`config.mk`:
```
export PLATFORM = sky130hd
export DESIGN_NAME = pixel_bus_transmitter
export DESIGN_NICKNAME = d
export VERILOG_FILES = /design/src/rtl/pixel_bus_pkg.sv /design/src/rtl/pixel_fifo.sv /design/src/rtl/pixel_bus_transmitter.sv
export SDC_FILE = /design/constraint.sdc
export NUM_CORES = 1
export LEC_CHECK = 0
export ABC_AREA = 0
export BUFFER_PORTS_ARGS = -buffer_cell sky130_fd_sc_hd__buf_4
export CORE_ASPECT_RATIO = 1.2
export CORE_MARGIN = 3
export CORE_UTILIZATION = 55
export DETAILED_ROUTE_END_ITERATION = 8
export GPL_ROUTABILITY_DRIVEN = 1
export GPL_TIMING_DRIVEN = 0
export PLACE_DENSITY = 0.71
export SLEW_MARGIN = 5
export SYNTH_ARGS = -nofsm -noshare
export SYNTH_HDL_FRONTEND = slang
export SYNTH_SLANG_ARGS = --single-unit
export TNS_END_PERCENT = 50
```
`constraint.sdc`:
```
create_clock -name system_clock -period 2.3 [get_ports system_clock]
set_input_delay 0.23 -clock system_clock [delete_from_list [all_inputs] [get_ports system_clock]]
set_output_delay 0.23 -clock system_clock [all_outputs]
set_load 0.05 [all_outputs]
```
`src/rtl/pixel_bus_pkg.sv`:
```
// pixel_bus_pkg: shared encodings and byte-split constants for the two-byte MCU pixel bus.
package pixel_bus_pkg;
    localparam logic [2:0] ST_IDLE        = 3'd0;
    localparam logic [2:0] ST_FIRST_LOW   = 3'd1;
    localparam logic [2:0] ST_FIRST_HIGH  = 3'd2;
    localparam logic [2:0] ST_SECOND_LOW  = 3'd3;
    localparam logic [2:0] ST_SECOND_HIGH = 3'd4;
    localparam logic [2:0] ST_CMD_LOW     = 3'd5;
    localparam logic [2:0] ST_CMD_HIGH    = 3'd6;
    localparam logic BUS_SEL_COMMAND = 1'b1;
    localparam logic BUS_SEL_DATA    = 1'b0;
    localparam int HI_MSB   = 11;
    localparam int HI_LSB   = 4;
    localparam int LO_WIDTH = 4;
    function automatic logic is_high(input logic [2:0] s);
        return s == ST_FIRST_HIGH || s == ST_SECOND_HIGH || s == ST_CMD_HIGH;
    endfunction
endpackage

```
`src/rtl/pixel_fifo.sv`:
```
// pixel_fifo: synchronous FIFO with full/empty flags and asynchronous active-low reset.
module pixel_fifo #(
    parameter int WIDTH = 12,
    parameter int DEPTH = 4
) (
    input  logic             system_clock,
    input  logic             reset_n,
    input  logic             push,
    input  logic [WIDTH-1:0] push_data,
    input  logic             pop,
    output logic [WIDTH-1:0] pop_data,
    output logic             full,
    output logic             empty
);
    localparam int AW = $clog2(DEPTH);
    logic [WIDTH-1:0] mem [DEPTH];
    logic [AW:0] wr_ptr, rd_ptr;
    // extra pointer bit separates full from empty when the indices match
    assign full = wr_ptr[AW] != rd_ptr[AW] && wr_ptr[AW-1:0] == rd_ptr[AW-1:0];
    assign empty = wr_ptr == rd_ptr;
    assign pop_data = mem[rd_ptr[AW-1:0]];
    always_ff @(posedge system_clock) begin
        if (push && !full) mem[wr_ptr[AW-1:0]] <= push_data;
    end
    always_ff @(posedge system_clock or negedge reset_n) begin
        if (!reset_n) begin
            wr_ptr <= '0;
            rd_ptr <= '0;
        end else begin
            if (push && !full) wr_ptr <= wr_ptr + (AW+1)'(1);
            if (pop && !empty) rd_ptr <= rd_ptr + (AW+1)'(1);
        end
    end
endmodule

```
`src/rtl/pixel_bus_transmitter.sv`:
```
// pixel_bus_transmitter: serializes 12-bit pixels as two bus bytes with optional command bytes.
// Define PIXEL_BUS_TRANSMITTER_STATS_EN to add the pixel_count output.
module pixel_bus_transmitter
    import pixel_bus_pkg::*;
#(
    parameter int CLOCK_DIVIDER = 2,
    parameter int FIFO_DEPTH = 4
) (
    input  logic        system_clock,
    input  logic        reset_n,
    input  logic [11:0] pixel_data,
    input  logic        pixel_valid,
    output logic        pixel_ready,
    input  logic        command_valid,
    input  logic [7:0]  command_byte,
    output logic        command_ready,
    output logic [7:0]  bus_data,
    output logic        bus_clock,
    output logic        bus_command_data,
`ifdef PIXEL_BUS_TRANSMITTER_STATS_EN
    output logic [15:0] pixel_count,
`endif
    output logic        busy
);
    logic [2:0]          state, next_state;
    logic [3:0]          phase;
    logic                pending;
    logic [7:0]          command_reg;
    logic [LO_WIDTH-1:0] low_nibble;
    logic [11:0]         fifo_data;
    logic                fifo_full, fifo_empty, pop, phase_done, arbitrate;
    logic [7:0]          next_data;
    logic                next_sel;

    pixel_fifo #(.WIDTH(12), .DEPTH(FIFO_DEPTH)) u_fifo (
        .system_clock(system_clock),
        .reset_n(reset_n),
        .push(pixel_valid && pixel_ready),
        .push_data(pixel_data),
        .pop(pop),
        .pop_data(fifo_data),
        .full(fifo_full),
        .empty(fifo_empty)
    );

    assign pixel_ready = reset_n && !fifo_full;
    assign command_ready = !pending;
    assign busy = state != ST_IDLE || !fifo_empty || pending;
    assign phase_done = phase == 4'(CLOCK_DIVIDER - 1);
    assign arbitrate = state == ST_IDLE || (phase_done && (state == ST_SECOND_HIGH || state == ST_CMD_HIGH));
    assign pop = arbitrate && !pending && !fifo_empty;

    always_comb begin
        next_state = state;
        next_data = bus_data;
        next_sel = bus_command_data;
        if (arbitrate) begin
            next_state = pending ? ST_CMD_LOW : pop ? ST_FIRST_LOW : ST_IDLE;
            next_data = pending ? command_reg : pop ? fifo_data[HI_MSB:HI_LSB] : bus_data;
            next_sel = pending ? BUS_SEL_COMMAND : pop ? BUS_SEL_DATA : bus_command_data;
        end else if (phase_done) begin
            // encodings are ordered so every non-arbitrating exit is the next code
            next_state = state + 3'd1;
            next_data = state == ST_FIRST_HIGH ? {{(8-LO_WIDTH){1'b0}}, low_nibble} : bus_data;
        end
    end

    always_ff @(posedge system_clock or negedge reset_n) begin
        if (!reset_n) begin
            state <= ST_IDLE;
            phase <= '0;
            pending <= 1'b0;
            command_reg <= '0;
            low_nibble <= '0;
            bus_data <= '0;
            bus_clock <= 1'b0;
            bus_command_data <= BUS_SEL_DATA;
        end else begin
            state <= next_state;
            phase <= next_state != state ? 4'd0 : phase + 4'd1;
            bus_data <= next_data;
            bus_command_data <= next_sel;
            bus_clock <= is_high(next_state);
            if (pop) low_nibble <= fifo_data[LO_WIDTH-1:0];
            if (arbitrate && pending) pending <= 1'b0;
            else if (command_valid && !pending) pending <= 1'b1;
            if (command_valid && !pending) command_reg <= command_byte;
        end
    end

`ifdef PIXEL_BUS_TRANSMITTER_STATS_EN
    always_ff @(posedge system_clock or negedge reset_n) begin
        if (!reset_n) pixel_count <= '0;
        else if (phase_done && state == ST_SECOND_HIGH) pixel_count <= pixel_count + 16'd1;
    end
`endif
endmodule

```
=== Yosys cells after proc, flatten, opt, wreduce, memory -nomap -nowiden ===
Memories as Yosys holds them, arrays and structs flattened.
Cells that the tools add are included.

* Add/subtract/negate cells: 4
* $mul: 0
* Divide/modulo/power cells: 0
* Order comparisons: 0
* Eq/ne operators: 12
* Shift-type cells: 0
* Mux-type cells: 16
* Bitwise operators: 0
* Reduce and logical (&&, ||, !) cells: 27

{| class="wikitable"
|+ Operators by type and width
! kind !! number
|-
| 8-bit two-way mux || 5
|-
| 3-bit equality test (second input constant) || 4
|-
| 1-bit logical AND || 10
|-
| 3-bit by 1-bit adder with 3-bit output (second input constant) || 3
|-
| 3-bit two-way mux || 3
|-
| 2-bit nonzero test || 4
|-
| 1-bit two-way mux || 7
|-
| 3-bit by 2-bit equality test with 1-bit output (second input constant) || 2
|-
| 1-bit logical OR || 6
|-
| 4-bit by 1-bit adder with 4-bit output (second input constant) || 1
|-
| 4-bit by 1-bit equality test with 1-bit output (second input constant) || 1
|-
| 4-bit two-way mux || 1
|-
| 3-bit equality test || 1
|-
| 1-bit zero test || 3
|-
| 3-bit zero test || 1
|-
| 3-bit != test || 1
|-
| 3-bit != test (second input constant) || 1
|-
| 3-bit AND reduction || 1
|-
| 3-bit nonzero test || 1
|-
| 2-bit equality test || 1
|-
| 2-bit AND reduction || 1
|-
| 1-bit != test || 1
|}

* Bits in registers: 36
* Latch bits: 0
* Memory bits (writable): 48
* Memory bits (read-only): 0
* Input bits: 24
* Output and inout port bits: 13
* Word-level logic and storage cells: 70
* Memories: 1

{| class="wikitable"
|+ Memory list
! memory !! words !! width !! rd ports !! clocked after Yosys merged registers in !! write ports !! RTL line !! text
|-
| u_fifo.mem || 4 || 12 || 1 || 0 || 1 || pixel_fifo.sv:16 || <nowiki>logic [WIDTH-1:0] mem [DEPTH];</nowiki>
|}

=== Longest topological paths before layout ===
* Depth in word-level cells: 12
* Gate-level depth with buffers: 9
* Mapped depth without buffers: 7

=== Modules after synthesis ===
Synthesis repeated with hierarchy kept, for this count alone.

* Cell total of the unflattened synthesis: 237
* Area total of the unflattened synthesis: 3741.1 µm²

{| class="wikitable"
|+ Modules (own cells, without submodules)
! module !! times used !! cells an instance !! area an instance (µm²) !! seq. area each (µm²)
|-
| pixel_fifo || 1 || 114 || 2227.1 || 1591.5
|-
| pixel_bus_transmitter || 1 || 123 || 1514.0 || 750.7
|}

=== Worst setup path after synthesis ===
No wires, ideal clock.

* Path kind: reg2reg
* From: register u_fifo.rd_ptr[0]
* To: memory u_fifo.mem[3][0] (enable)
* Library setup time: 0.363 ns
* Arrival time: 2.240 ns
* Required time: 1.937 ns
* Path slack: -0.303 ns
* Cell stages (with the launch flop): 6
* Clock period less this slack: 2.603 ns
* Path through: dfrtp_1 > buf_2 > xor2_1 > nor2_1 > a21boi_1 > and3_1

* Cells in the longest elaborated chain, start to end: 8

{| class="wikitable"
|+ RTL lines
! item !! RTL line !! text
|-
| from (decl) || pixel_fifo.sv:17 || <nowiki>logic [AW:0] wr_ptr, rd_ptr;</nowiki>
|-
| from (signal assigned) || pixel_fifo.sv:31 || <nowiki>if (pop && !empty) rd_ptr <= rd_ptr + (AW+1)'(1);</nowiki>
|-
| 2-bit equality test || pixel_fifo.sv:19 || <nowiki>assign full = wr_ptr[AW] != rd_ptr[AW] && wr_ptr[AW-1:0] == rd_ptr[AW-1:0];</nowiki>
|-
| 1-bit logical AND || pixel_fifo.sv:19 ||
|-
| 1-bit zero test || pixel_bus_transmitter.sv:46 || <nowiki>assign pixel_ready = reset_n && !fifo_full;</nowiki>
|-
| 1-bit logical AND || pixel_bus_transmitter.sv:46 ||
|-
| named net pixel_ready || pixel_bus_transmitter.sv:13 || <nowiki>output logic pixel_ready,</nowiki>
|-
| 1-bit logical AND || pixel_bus_transmitter.sv:38 || <nowiki>.push(pixel_valid && pixel_ready),</nowiki>
|-
| 1-bit logical AND || pixel_fifo.sv:23 || <nowiki>if (push && !full) mem[wr_ptr[AW-1:0]] <= push_data;</nowiki>
|-
| 1-bit two-way mux || pixel_fifo.sv:23 ||
|-
| 1-bit two-way mux (implied by the code) || pixel_fifo.sv:23 ||
|-
| to (decl) || pixel_fifo.sv:16 ||
|}

The timed path passes the listed nets, and every way through them passes these cells.

=== Final worst setup path ===
* From: register phase[1]
* To: register bus_data[5]

* Cells in the longest elaborated chain, start to end: 7
* Elaborated cells on any way between the ends: 10
* Classes of those cells: 2 x eq/ne; 1 x mux; 7 x reduce/logical

{| class="wikitable"
|+ RTL lines
! item !! RTL line !! text
|-
| from (decl) || pixel_bus_transmitter.sv:26 || <nowiki>logic [3:0] phase;</nowiki>
|-
| from (signal assigned) || pixel_bus_transmitter.sv:80 || <nowiki>phase <= next_state != state ? 4'd0 : phase + 4'd1;</nowiki>
|-
| 4-bit by 1-bit equality test with 1-bit output (*) || pixel_bus_transmitter.sv:49 || <nowiki>assign phase_done = phase == 4'(CLOCK_DIVIDER - 1);</nowiki>
|-
| 1-bit logical AND || pixel_bus_transmitter.sv:50 || <nowiki>assign arbitrate = state == ST_IDLE || (phase_done && (state == ST_SECOND_HIGH || state == ST_CMD_HIGH));</nowiki>
|-
| 1-bit logical OR || pixel_bus_transmitter.sv:50 ||
|-
| 1-bit logical AND (2 in a row) || pixel_bus_transmitter.sv:51 || <nowiki>assign pop = arbitrate && !pending && !fifo_empty;</nowiki>
|-
| 3-bit != test (no line) || n/a ||
|-
| 3-bit AND reduction (no line) || n/a ||
|-
| to (signal assigned) || pixel_bus_transmitter.sv:81 || <nowiki>bus_data <= next_data;</nowiki>
|-
| to (decl) || pixel_bus_transmitter.sv:17 || <nowiki>output logic [7:0] bus_data,</nowiki>
|}

Mark *: on every way between the ends. The rest lies on a longest branch, timed or not.
A chain may end at the register's enable or synchronous reset.

==> summary.md <==
| Metric | Value |
|---|---|
| Status | `complete, no violations` |
| Most frequent cells in the layout | `edfxtp_1, buf_4, dfrtp_1` |
| Routed length on met2 | `2900 um` |
| Io pins | `37` |
| Critical R2R Capture | `bus_data[5]$_DFFE_PN0P_` |
| Port bufs | `36` |
| Fillers | `463` |
| Arrival time at the worst endpoint | `2.41 ns` |
| Synth Net Count | `268` |
| WL per Instance | `16.2 um` |
| Vias in the first global route | `2041` |
| Total Routing Usage GR | `17.8%` |
| Final worst path period need | `2.17 ns` |
| Area share of the largest cell type after synthesis | `40.3%` |
| Initial Util | `58.0%` |
| Mapped Cells | `234` |
| H-tree Lvls | `3` |
| Post-synthesis xor/xnor area fraction | `2.94%` |
| DIE AREA | `7510 sq um` |
| Int Power | `3.30 mW` |
| Clock share of power | `19.3%` |
| HP Class | `input pin to register` |
| Clk buf depth | `2` |
| Routed wire length | `5980 um` |
| Final Hold Vio Count | `0` |
| R2R Path Start | `phase[1]$_DFF_PN0_` |
| P_sw | `2.01 mW` |
| Share of cells above drive strength 1 | `34.8%` |
| Area Growth Syn to Fin | `16.8%` |
| Post-synthesis simple-gate area fraction | `6.72%` |
| Final Setup Violations | `0` |
| Post-synthesis mux area share | `14.5%` |
| Worst-skew pair later-pin latency | `0.35 ns` |
| Critical Path Fanout Max | `9` |
| Worst-case vdd ir drop | `0.630 mV` |
| Wire length on met3 | `288 um` |
| R2R cell count | `8` |
| Critical path class | `register to register` |
| Synthesized cell area | `3580 sq um` |
| Sink Count | `84` |
| Crit start category | `register` |
| Sw frac | `37.8%` |
| Initial antenna violation count | `0` |
| Die Ht | `94.3 um` |
| Rows | `31` |
| Dpl hpwl | `4090 um` |
| Inserted Clock Buffers | `9` |
| First-pass GRT wire length | `9900 um` |
| Post-synthesis compound-gate area fraction | `4.97%` |
| Largest area contributor in the netlist | `edfxtp_1` |
| Gr ovfl total | `0` |
| Via/cell ratio | `5.48` |
| RSZ-0062 raised after global routing | `false` |
| Avg Inst Size Synth | `15.3 sq um` |
| GP Congestion | `0.768` |
| DRT antenna net count | `0` |
| Register bit total from synthesis | `84` |
| Post-Synth Adder-Cell Area | `3.50%` |
| Largest family of logic cells by synthesized area | `multiplexers` |
| Power per cell area | `1270 nW/um^2` |
| Max reg flops | `48` |
| Worst-Margin Slew | `0.623 ns` |
| CTS clk-pin slew, worst paths | `0.10 ns` |
| CTS tree | `done` |
| Worst Path Required | `2.54 ns` |
| Pin count of the biggest net entering global routing | `38` |
| Max cap viols | `0` |
| P_leak | `1.65 nW` |
| Area contributors post-synth | `edfxtp_1, dfrtp_1, mux4_2` |
| Die W | `79.6 um` |
| TritonRoute pass-1 iters | `5` |
| Syn. warnings | `0` |
| Comb pwr share | `39.1%` |
| Cell Area, Placed | `3960 sq um` |
| Fmax | `462 MHz` |
| Final setup skew | `0.0125 ns` |
| Root buffer cell | `clkbuf_8` |
| Antenna cells | `0` |
| Critical Path Start | `phase[1]$_DFF_PN0_` |
| CP endpoint | `bus_data[5]$_DFFE_PN0P_` |
| Yosys cell types | `32` |
| Most common cell after layout, fill and taps aside | `edfxtp_1` |
| Detailed-route DRC error count | `0` |
| Sequential power share | `41.6%` |
| Initial DRC count | `52` |
| Final Cycle Share | `94.2%` |
| Relative slew margins | `58.5%` |
| Worst R2R Setup Slack | `0.13 ns` |
| Final instance area | `4180 sq um` |
| Total core area | `6170 sq um` |
| Nets | `316` |
| Met1 Wirelength | `2710 um` |
| Final Max Tran Viols | `0` |
| Setup TNS Final | `0 ns` |
| Highest routed layer | `met4` |
| Worst setup EP type | `register` |
| Seq/Total Area, Yosys | `65.5%` |
| Vias | `2022` |
==> cell families (layout without fill, tap and decap cells) <==
logic type | after synthesis | count (layout)
compound gates | 29 | 29
xor+xnor | 12 | 12
flops | 84 | 84
buf+inv | 16 | 69
fa+ha+maj | 10 | 10
mux | 34 | 34
simple gates | 49 | 49
==> power by group through the flow <==
stage	clock, mW	combinational, mW	sequential, mW
floorplan	0	1.39	2.39
global placement	0	2.04	2.23
detailed placement	0	2.08	2.24
CTS	1.05	2.09	2.21
global route	1.12	2.28	2.25
finish	1.03	2.07	2.21
==> Yosys cell counts (all sizes together) <==
| library cell | instances |
|---|---|
| a21oi | 17 |
| or3b | 1 |
| mux4 | 12 |
| xor2 | 7 |
| o32ai | 1 |
| nand2b | 2 |
| nor3 | 4 |
| xnor2 | 5 |
| nand2 | 19 |
| ha | 10 |
| o21bai | 1 |
| a21boi | 1 |
| a22oi | 1 |
| nor2b | 2 |
| and3 | 4 |
| o21ai | 5 |
| nor2 | 13 |
| nand3 | 2 |
| dfrtp | 36 |
| nor3b | 1 |
| clkbuf | 6 |
| nor4 | 1 |
| edfxtp | 48 |
| o311ai | 1 |
| inv | 6 |
| mux2 | 22 |
| a21o | 1 |
| buf | 4 |
| a211o | 1 |
==> stage by stage <==
| step | hold WS, ns | total power [mW] | setup slack, ns | utilization (%) | cells |
|---|---|---|---|---|---|
| after global routing | 0.0458 | 5.65 | 0.00661 | 67.7 | 369 |
| final | 0.0645 | 5.30 | 0.134 | 67.7 | 369 |
| after detailed placement | 0.214 | 4.32 | 0.0992 | 64.2 | 352 |
| after CTS | 0.0529 | 5.34 | 0.0756 | 67.6 | 369 |
| after floorplan | -0.0656 | 3.78 | 0.181 | - | 234 |
| after global placement | 0.216 | 4.27 | 0.123 | 64.2 | 352 |
==> worst max-delay path, cell delays in order (launching register included) <==
cell and delay [ns]:
dfrtp_1 0.41, inv_1 0.06, ha_1 0.14, or3b_1 0.34, buf_4 0.17, nor2_1 0.08, nand2_1 0.07, o21ai_2 0.38
mux2_2 0.40
==> cell type report <==
cell class                      count  area [sq um]  share of cell area (%)
Sequential cell                    84          2340                    56.1
Clock inverter                      7          73.8                    1.77
Tap cell                           82           103                    2.46
Multi-Input combinational cell    134          1190                    28.4
Timing Repair Buffer               37           280                    6.71
Inverter                            6          22.5                   0.539
Buffer                             10          45.0                    1.08
Clock buffer                        9           124                    2.96
==> routing by layer <==
layer,global-route usage (%),vias up
met5,0,-
met4,7.31,0
li1,-,958
met3,4.68,6
met2,28.3,41
met1,23.3,1017
==> how the worst min path moves through the flow <==
stage / startpoint / endpoint / cells after the start
4_1_cts: pixel_data[5] / u_fifo.mem[0][5]$_DFFE_PP_ / 1
3_3_place_gp: reset_n / state[2]$_DFF_PN0_ / 1
6_report: pixel_data[3] / u_fifo.mem[3][3]$_DFFE_PP_ / 1
3_5_place_dp: reset_n / bus_clock$_DFF_PN0_ / 1
2_1_floorplan: reset_n / bus_clock$_DFF_PN0_ / 0
5_1_grt: pixel_data[3] / u_fifo.mem[3][3]$_DFFE_PP_ / 1
==> what timing repair did <==
item	4_1_cts	5_1_grt
hold endpoints to repair	36	0
setup endpoints to repair	0	50
resized for setup	0	5
buffers inserted	0	0
hold buffers	1	0
(Power assumes the default switching activity.)
